File: src/rtl/memory_stage_pkg.sv
// Shared control definitions for the memory pipeline stage: size encodings,
// FSM states, byte-enable constants and control-vector bit positions.
package memory_stage_pkg;

  typedef enum logic [1:0] {
    SZ_BYTE = 2'b00,
    SZ_HALF = 2'b01,
    SZ_WORD = 2'b10
  } mem_size_e;

  typedef enum logic [1:0] {
    ST_IDLE,
    ST_ACCESS,
    ST_RESP
  } state_e;

  localparam logic [3:0] BE_NONE    = 4'b0000;
  localparam logic [3:0] BE_BYTE0   = 4'b1000;
  localparam logic [3:0] BE_HALF_HI = 4'b1100;
  localparam logic [3:0] BE_HALF_LO = 4'b0011;
  localparam logic [3:0] BE_WORD    = 4'b1111;

  localparam int CTL_REG_WRITE = 0;
  localparam int CTL_MEM_READ  = 1;
  localparam int CTL_MEM_WRITE = 2;
  localparam int CTL_MEM_UNS   = 3;
  localparam int CTL_W         = 4;

  // The reserved size encoding 2'b11 is handled like a word access.
  function automatic logic is_misaligned(logic [1:0] size, logic [1:0] off);
    case (mem_size_e'(size))
      SZ_BYTE: return 1'b0;
      SZ_HALF: return off[0];
      default: return off != 2'b00;
    endcase
  endfunction

endpackage

File: src/rtl/memory_stage_if.sv
// Handshake and bus bundle of the memory stage: execute input, data-memory
// port and write-back output. master = the stage, slave = its environment.
interface memory_stage_if #(
  parameter int ADDR_W = 32,
  parameter int DATA_W = 32
);
  logic              in_valid;
  logic              in_ready;
  logic [DATA_W-1:0] alu_result;
  logic [DATA_W-1:0] store_data;
  logic [4:0]        dest_reg;
  logic              reg_write;
  logic              mem_read;
  logic              mem_write;
  logic [1:0]        mem_size;
  logic              mem_unsigned;

  logic              dmem_req;
  logic              dmem_we;
  logic [ADDR_W-1:0] dmem_addr;
  logic [DATA_W-1:0] dmem_wdata;
  logic [3:0]        dmem_be;
  logic              dmem_ack;
  logic [DATA_W-1:0] dmem_rdata;

  logic              out_valid;
  logic              out_ready;
  logic [DATA_W-1:0] wb_data;
  logic [4:0]        wb_reg;
  logic              wb_en;
  logic              misaligned;

  modport master (
    input  in_valid, alu_result, store_data, dest_reg, reg_write,
           mem_read, mem_write, mem_size, mem_unsigned,
           dmem_ack, dmem_rdata, out_ready,
    output in_ready, dmem_req, dmem_we, dmem_addr, dmem_wdata, dmem_be,
           out_valid, wb_data, wb_reg, wb_en, misaligned
  );

  modport slave (
    output in_valid, alu_result, store_data, dest_reg, reg_write,
           mem_read, mem_write, mem_size, mem_unsigned,
           dmem_ack, dmem_rdata, out_ready,
    input  in_ready, dmem_req, dmem_we, dmem_addr, dmem_wdata, dmem_be,
           out_valid, wb_data, wb_reg, wb_en, misaligned
  );

endinterface

File: src/rtl/memory_stage_load_align.sv
// Load lane select and extension for a big-endian word: offset 0 is bits 31:24.
module load_align
  import memory_stage_pkg::*;
(
  input  logic [31:0] i_rdata,
  input  logic [1:0]  i_offset,
  input  mem_size_e   i_size,
  input  logic        i_unsigned,
  output logic [31:0] o_result
);

  logic [7:0]  w_byte;
  logic [15:0] w_half;

  always_comb begin
    case (i_offset)
      2'd0:    w_byte = i_rdata[31:24];
      2'd1:    w_byte = i_rdata[23:16];
      2'd2:    w_byte = i_rdata[15:8];
      default: w_byte = i_rdata[7:0];
    endcase
    w_half = i_offset[1] ? i_rdata[15:0] : i_rdata[31:16];
    case (i_size)
      SZ_BYTE: o_result = {{24{~i_unsigned & w_byte[7]}}, w_byte};
      SZ_HALF: o_result = {{16{~i_unsigned & w_half[15]}}, w_half};
      default: o_result = i_rdata;
    endcase
  end

endmodule

File: src/rtl/memory_stage.sv
// Memory pipeline stage: IDLE -> (ACCESS) -> RESP, one instruction in flight,
// big-endian byte lanes on a word-aligned data-memory port.
module memory_stage
  import memory_stage_pkg::*;
#(
  parameter int ADDR_W = 32,
  parameter int DATA_W = 32
) (
  input  logic           clock,
  input  logic           reset_n,
  memory_stage_if.master bus
);

  state_e            r_state, w_state_nxt;
  logic              r_live;
  logic [CTL_W-1:0]  w_ctl;
  logic              w_load, w_store, w_mem, w_mis, w_go_mem, w_accept, w_access;
  logic [1:0]        w_off;
  mem_size_e         w_size;
  logic [DATA_W-1:0] w_st_data, w_ld_data;
  logic [3:0]        w_st_be;

  logic [ADDR_W-1:0] r_addr;
  logic [DATA_W-1:0] r_wdata, r_wb_data;
  logic [3:0]        r_be;
  logic              r_we, r_load, r_uns, r_wb_en, r_mis;
  logic [1:0]        r_off;
  mem_size_e         r_size;
  logic [4:0]        r_wb_reg;

  assign w_ctl    = {bus.mem_unsigned, bus.mem_write, bus.mem_read, bus.reg_write};
  // Read wins when both read and write are asserted.
  assign w_load   = w_ctl[CTL_MEM_READ];
  assign w_store  = w_ctl[CTL_MEM_WRITE] & ~w_ctl[CTL_MEM_READ];
  assign w_mem    = w_load | w_store;
  assign w_off    = bus.alu_result[1:0];
  assign w_size   = mem_size_e'(bus.mem_size);
  assign w_mis    = w_mem & is_misaligned(bus.mem_size, w_off);
  assign w_go_mem = w_mem & ~w_mis;
  assign w_access = (r_state == ST_ACCESS);

  // r_live holds in_ready low until the first edge after reset release.
  assign bus.in_ready = r_live & (r_state == ST_IDLE);
  assign w_accept     = bus.in_valid & bus.in_ready;

  always_comb begin
    w_st_data = bus.store_data;
    w_st_be   = BE_WORD;
    case (w_size)
      SZ_BYTE: begin
        w_st_data = {4{bus.store_data[7:0]}};
        w_st_be   = BE_BYTE0 >> w_off;
      end
      SZ_HALF: begin
        w_st_data = {2{bus.store_data[15:0]}};
        w_st_be   = w_off[1] ? BE_HALF_LO : BE_HALF_HI;
      end
      default: ;
    endcase
  end

  load_align u_load_align (
    .i_rdata    (bus.dmem_rdata),
    .i_offset   (r_off),
    .i_size     (r_size),
    .i_unsigned (r_uns),
    .o_result   (w_ld_data)
  );

  always_ff @(posedge clock or negedge reset_n) begin
    if (!reset_n) r_state <= ST_IDLE;
    else          r_state <= w_state_nxt;
  end

  always_comb begin
    w_state_nxt = r_state;
    case (r_state)
      ST_IDLE:   if (w_accept)      w_state_nxt = w_go_mem ? ST_ACCESS : ST_RESP;
      ST_ACCESS: if (bus.dmem_ack)  w_state_nxt = ST_RESP;
      ST_RESP:   if (bus.out_ready) w_state_nxt = ST_IDLE;
      default:                      w_state_nxt = ST_IDLE;
    endcase
  end

  always_ff @(posedge clock or negedge reset_n) begin
    if (!reset_n) begin
      r_live    <= 1'b0;
      r_addr    <= '0;
      r_wdata   <= '0;
      r_be      <= BE_NONE;
      r_we      <= 1'b0;
      r_load    <= 1'b0;
      r_uns     <= 1'b0;
      r_off     <= 2'b00;
      r_size    <= SZ_BYTE;
      r_wb_data <= '0;
      r_wb_reg  <= '0;
      r_wb_en   <= 1'b0;
      r_mis     <= 1'b0;
    end else begin
      r_live <= 1'b1;
      if (w_accept) begin
        r_addr    <= ADDR_W'({bus.alu_result[DATA_W-1:2], 2'b00});
        r_wdata   <= w_st_data;
        r_be      <= w_go_mem ? w_st_be : BE_NONE;
        r_we      <= w_store & w_go_mem;
        r_load    <= w_load;
        r_uns     <= w_ctl[CTL_MEM_UNS];
        r_off     <= w_off;
        r_size    <= w_size;
        r_wb_data <= bus.alu_result;
        r_wb_reg  <= bus.dest_reg;
        r_wb_en   <= w_ctl[CTL_REG_WRITE] & ~w_store & ~w_mis;
        r_mis     <= w_mis;
      end
      if (w_access && bus.dmem_ack && r_load) r_wb_data <= w_ld_data;
    end
  end

  assign bus.dmem_req   = w_access;
  assign bus.dmem_we    = r_we & w_access;
  assign bus.dmem_addr  = r_addr;
  assign bus.dmem_wdata = r_wdata;
  assign bus.dmem_be    = r_be;
  assign bus.out_valid  = (r_state == ST_RESP);
  assign bus.wb_data    = r_wb_data;
  assign bus.wb_reg     = r_wb_reg;
  assign bus.wb_en      = r_wb_en;
  assign bus.misaligned = r_mis & bus.out_valid;

endmodule

File: src/flat_wrapper.sv
// flat-port wrapper written by rule: the top's interface ports become plain ports
module memory_stage_flat import memory_stage_pkg::*;
#(
  parameter int ADDR_W = 32,
  parameter int DATA_W = 32
)
  (clock, reset_n, bus_in_valid, bus_alu_result, bus_store_data, bus_dest_reg, bus_reg_write, bus_mem_read, bus_mem_write, bus_mem_size, bus_mem_unsigned, bus_dmem_ack, bus_dmem_rdata, bus_out_ready, bus_in_ready, bus_dmem_req, bus_dmem_we, bus_dmem_addr, bus_dmem_wdata, bus_dmem_be, bus_out_valid, bus_wb_data, bus_wb_reg, bus_wb_en, bus_misaligned);
  memory_stage_if #(.ADDR_W(ADDR_W), .DATA_W(DATA_W)) bus_i ();
  input  logic clock;
  input  logic reset_n;
  input wire logic [$bits(bus_i.in_valid)-1:0] bus_in_valid;
  input wire logic [$bits(bus_i.alu_result)-1:0] bus_alu_result;
  input wire logic [$bits(bus_i.store_data)-1:0] bus_store_data;
  input wire logic [$bits(bus_i.dest_reg)-1:0] bus_dest_reg;
  input wire logic [$bits(bus_i.reg_write)-1:0] bus_reg_write;
  input wire logic [$bits(bus_i.mem_read)-1:0] bus_mem_read;
  input wire logic [$bits(bus_i.mem_write)-1:0] bus_mem_write;
  input wire logic [$bits(bus_i.mem_size)-1:0] bus_mem_size;
  input wire logic [$bits(bus_i.mem_unsigned)-1:0] bus_mem_unsigned;
  input wire logic [$bits(bus_i.dmem_ack)-1:0] bus_dmem_ack;
  input wire logic [$bits(bus_i.dmem_rdata)-1:0] bus_dmem_rdata;
  input wire logic [$bits(bus_i.out_ready)-1:0] bus_out_ready;
  output wire logic [$bits(bus_i.in_ready)-1:0] bus_in_ready;
  output wire logic [$bits(bus_i.dmem_req)-1:0] bus_dmem_req;
  output wire logic [$bits(bus_i.dmem_we)-1:0] bus_dmem_we;
  output wire logic [$bits(bus_i.dmem_addr)-1:0] bus_dmem_addr;
  output wire logic [$bits(bus_i.dmem_wdata)-1:0] bus_dmem_wdata;
  output wire logic [$bits(bus_i.dmem_be)-1:0] bus_dmem_be;
  output wire logic [$bits(bus_i.out_valid)-1:0] bus_out_valid;
  output wire logic [$bits(bus_i.wb_data)-1:0] bus_wb_data;
  output wire logic [$bits(bus_i.wb_reg)-1:0] bus_wb_reg;
  output wire logic [$bits(bus_i.wb_en)-1:0] bus_wb_en;
  output wire logic [$bits(bus_i.misaligned)-1:0] bus_misaligned;
  assign bus_i.in_valid = bus_in_valid;
  assign bus_i.alu_result = bus_alu_result;
  assign bus_i.store_data = bus_store_data;
  assign bus_i.dest_reg = bus_dest_reg;
  assign bus_i.reg_write = bus_reg_write;
  assign bus_i.mem_read = bus_mem_read;
  assign bus_i.mem_write = bus_mem_write;
  assign bus_i.mem_size = bus_mem_size;
  assign bus_i.mem_unsigned = bus_mem_unsigned;
  assign bus_i.dmem_ack = bus_dmem_ack;
  assign bus_i.dmem_rdata = bus_dmem_rdata;
  assign bus_i.out_ready = bus_out_ready;
  assign bus_in_ready = bus_i.in_ready;
  assign bus_dmem_req = bus_i.dmem_req;
  assign bus_dmem_we = bus_i.dmem_we;
  assign bus_dmem_addr = bus_i.dmem_addr;
  assign bus_dmem_wdata = bus_i.dmem_wdata;
  assign bus_dmem_be = bus_i.dmem_be;
  assign bus_out_valid = bus_i.out_valid;
  assign bus_wb_data = bus_i.wb_data;
  assign bus_wb_reg = bus_i.wb_reg;
  assign bus_wb_en = bus_i.wb_en;
  assign bus_misaligned = bus_i.misaligned;
  memory_stage #(.ADDR_W(ADDR_W), .DATA_W(DATA_W)) u_core (.clock(clock), .reset_n(reset_n), .bus(bus_i));
endmodule
File: config.mk
export PLATFORM = sky130hd
export DESIGN_NAME = memory_stage_flat
export DESIGN_NICKNAME = d
export VERILOG_FILES = /design/src/rtl/memory_stage_pkg.sv /design/src/rtl/memory_stage_if.sv /design/src/rtl/memory_stage_load_align.sv /design/src/rtl/memory_stage.sv /design/src/flat_wrapper.sv
export SDC_FILE = /design/constraint.sdc
export NUM_CORES = 1
export LEC_CHECK = 0
export CAP_MARGIN = 40
export CELL_PAD_IN_SITES_DETAIL_PLACEMENT = 1
export CELL_PAD_IN_SITES_GLOBAL_PLACEMENT = 1
export CORE_MARGIN = 3
export CORE_UTILIZATION = 31
export DETAILED_ROUTE_END_ITERATION = 6
export PLACE_DENSITY = 0.83
export SYNTH_ARGS = -nofsm -noshare
export SYNTH_HDL_FRONTEND = slang
export SYNTH_SLANG_ARGS = --single-unit
File: constraint.sdc
create_clock -name clock -period 2.3 [get_ports clock]
set_input_delay 0.46 -clock clock [delete_from_list [all_inputs] [get_ports clock]]
set_output_delay 0.46 -clock clock [all_outputs]
set_load 0.02 [all_outputs]
==> summary.md, run 1 <==
| Metric | Value |
|---|---|
| Vias/cell | 4.97 |
| Sw frac | 0.344 |
| Pwr/cell area | 1120 nW/um^2 |
| CTS Buf Count | 17 |
| Global-route wire length before repair | 30.8 mm |
| IO Count | between 200 and 250 |
| Syn-to-layout area delta | 60.6% |
| Die X | 138 um |
| Drc violations | 0 |
| Cells on worst reg2reg path | 4 |
| DR pass1 iterations | 4 |
| Final count of negative-setup-slack endpoints | 0 |
| Routed WL | 20.3 mm |
| Commonest cells post-synth | nand2_1 (233), dfrtp_1 (115), o21ai_0 (49), mux2i_1 (32), a32oi_1 (17) |
| Share of cells above drive strength 1 | 0.0877 |
| CTS tree | done |
| Clock root buffer | clkbuf_16 |
| Sequential cell area | just under 3000 um^2 |
| Fin crit share | 0.952 |
| Peak Freq | 457 MHz |
| Initial antenna violation count | 0 |
| Sequential power share | 0.317 |
| Row count | 47 |
| DP HPWL | 14.5 mm |
| DRT antenna net count | 0 |
| Slew @ Worst Pin | 605 ps |
| Clk pin slew, worst setup/hold paths | 50 ps |
| Post-synthesis register bit count | 115 |
| Clock network fraction of design power | 0.299 |
| Main synth FF type | dfrtp_1 |
| Switching Power | between 0.003 and 0.004 W |
| Drt wl/cell | approximately 19 um |
| Post-CTS Setup Inserts | 0 |
| Final Non-Filler Cells | between 1000 and 1500 |
| Maxcap violations | 0 |
| Top cells by area, synth | dfrtp_1 (54%), nand2_1 (16%), mux2i_1 (6.0%), o21ai_0 (4.6%), a32oi_1 (2.8%) |
| Average size of a mapped cell | between 9 and 10 um^2 |
| Die height | 138 um |
| Total gr overflow | 0 |
| Placeable Area | 16800 um^2 |
| Peak supply drop | 516 uV |
| Total number of yosys warnings | 0 |
| Static leakage | 3.90 nW |
| Post-synthesis async set-or-reset flop share | 1.00 |
| Final net count | approximately 930 |
| Sequential share of the synthesized area | 0.535 |
| Number of global-route vias before repair | 5580 |
| Final Cell Area | roughly 8600 um^2 |
| GPL Wtd Cong | 0.805 |
| Hold Fails Final Rpt | 0 |
| CP required | 1840 ps |
| Synth top area share | 0.535 |
| CP Data Arrival Time | approximately 1700 ps |
| Distinct cells, synth | 44 |
| Critical Path Start Type | register |
| Post-synth EDFFs | 0 |
| Crit path kind | reg2out |
| Setup skew after layout | roughly 12 ps |
| Footprint of the multi-input gates | 2340 um^2 |
| Outcome | finished clean |
| Latest clock arrival within the worst-skew pair | 420 ps |
| Pins Over Slew Limit | 0 |
| H-Tree Depth | 4 |
| Number of antenna diodes | 0 |
| DP Area | 8000 um^2 |
| Clock Sinks | 115 |
| Largest net degree at the start of global routing | between 50 and 60 |
| Die Area | approximately 19000 um^2 |
| Synth area leader | dfrtp_1 |
| Rel. slew slack | 0.586 |
| Fill count | 1940 |
| Int Power | 0.00633 W |
| Starting density of the core | 0.321 |
| Crit path max fanout | 6 |
| Tot GR Track Use | 0.213 |
| Most common cell in the netlist | nand2_1 |
| Tightest Hold Check Type | in2async |
| Worst setup EP type | output port |
| Via Count | about 5200 |
| Cells after DPL | 1020 |
| TNS Setup | 0 ps |
| Cells after synthesis | between 500 and 600 |
| Starting DRT DRC Count | 252 |
| PortBufs | 220 |
| Mapped Area | 5380 um^2 |
| Min Tclk post-route | 2190 ps |
| RSZ-0062 raised after global routing | false |
| Logic pwr share | 0.384 |
| Maximum buffer depth of the clock tree | 2 |
==> logic make-up (layout without fill, tap and decap cells) <==
group	Yosys count	after routing	synth area share
AND/OR/NAND/NOR	292	292	0.226
flip-flops	115	115	0.535
AO/OA/AOI/OAI	98	98	0.112
multiplexers	44	44	0.0868
buffers and inverters	44	279	0.0370
other	2	3	0.00140
XOR/XNOR	1	1	0.00163
==> final timing paths <==
check | from | slack (ps) | end
worst min-delay path | reset_n | 50 | u_core.bus.wb_en
worst max-delay path | u_core.r_state[1] | 110 | bus_out_valid
worst max register to register | u_core.r_off[1] | 440 | u_core.bus.wb_data[8]
min in group clock | u_core.r_we | 450 | u_core.r_we
max in group asynchronous | reset_n | 1610 | u_core.bus.wb_data[29]
worst min register to register | u_core.r_we | 450 | u_core.r_we
==> power by group through the flow <==
stage                     Sequential, W  Clock (W)  Combinational, W
after floorplan                 0.00373          0           0.00108
after global placement          0.00306          0           0.00364
after detailed placement        0.00308          0           0.00372
after CTS                       0.00306    0.00294           0.00375
after global routing            0.00314    0.00303           0.00399
final                           0.00306    0.00289           0.00370
==> through the flow <==
stage | total power [W] | util | setup WS, ps | hold WS [ps]
finish | 0.00965 | 0.515 | 110 | 45.3
global route | 0.0102 | 0.515 | 5.74 | 62.0
CTS | 0.00976 | 0.515 | 92.1 | 41.0
detailed placement | 0.00680 | 0.477 | 144 | 447
global placement | 0.00670 | 0.477 | 165 | 445
floorplan | 0.00481 | - | 617 | 164
==> placed cells by master, fill, tap and decap left out, types with 7 or more instances in the layout <==
cell             instances
nand2_1                233
clkdlybuf4s50_1        217
dfrtp_1                113
o21ai_0                 49
mux2i_1                 32
a32oi_1                 17
clkbuf_16               17
buf_4                   17
nor2_1                  16
a21oi_1                 16
nand3_1                 14
mux2_2                  10
buf_12                   9
or3_1                    7
==> cell type report <==
type,count,share of cell area
clock buffer,24,0.0569
clock inverter,8,0.0171
inverter,2,0.000869
multi-input combinational,438,0.271
sequential,115,0.333
tap,220,0.0319
timing repair buffer,245,0.289
==> routing by layer <==
metal / GRT usage / share of wire / wire (um)
met1: 0.262 / 0.42 / 8450
met2: 0.345 / 0.47 / 9630
met3: 0.0760 / 0.090 / 1820
met4: 0.0741 / 0.019 / 387
met5: 0 / 0 / 0
==> timing repair <==
item                       4_1_cts  5_1_grt
setup endpoints to repair        3        0
resized for setup                5        0
hold buffers                     0        0
==> critical path, cell delays in order (launching register included) <==
cell             delay, ps
dfrtp_2                440
nor2b_1                230
clkdlybuf4s50_1        650
Power figures use the tool's default switching activity.
==> inputs of run 2 (changes only) <==
- SKIP_LAST_GASP: default -> 1
==> results of run 2 <==
No change in the layout: final DEF, timing and power equal those of run 1.
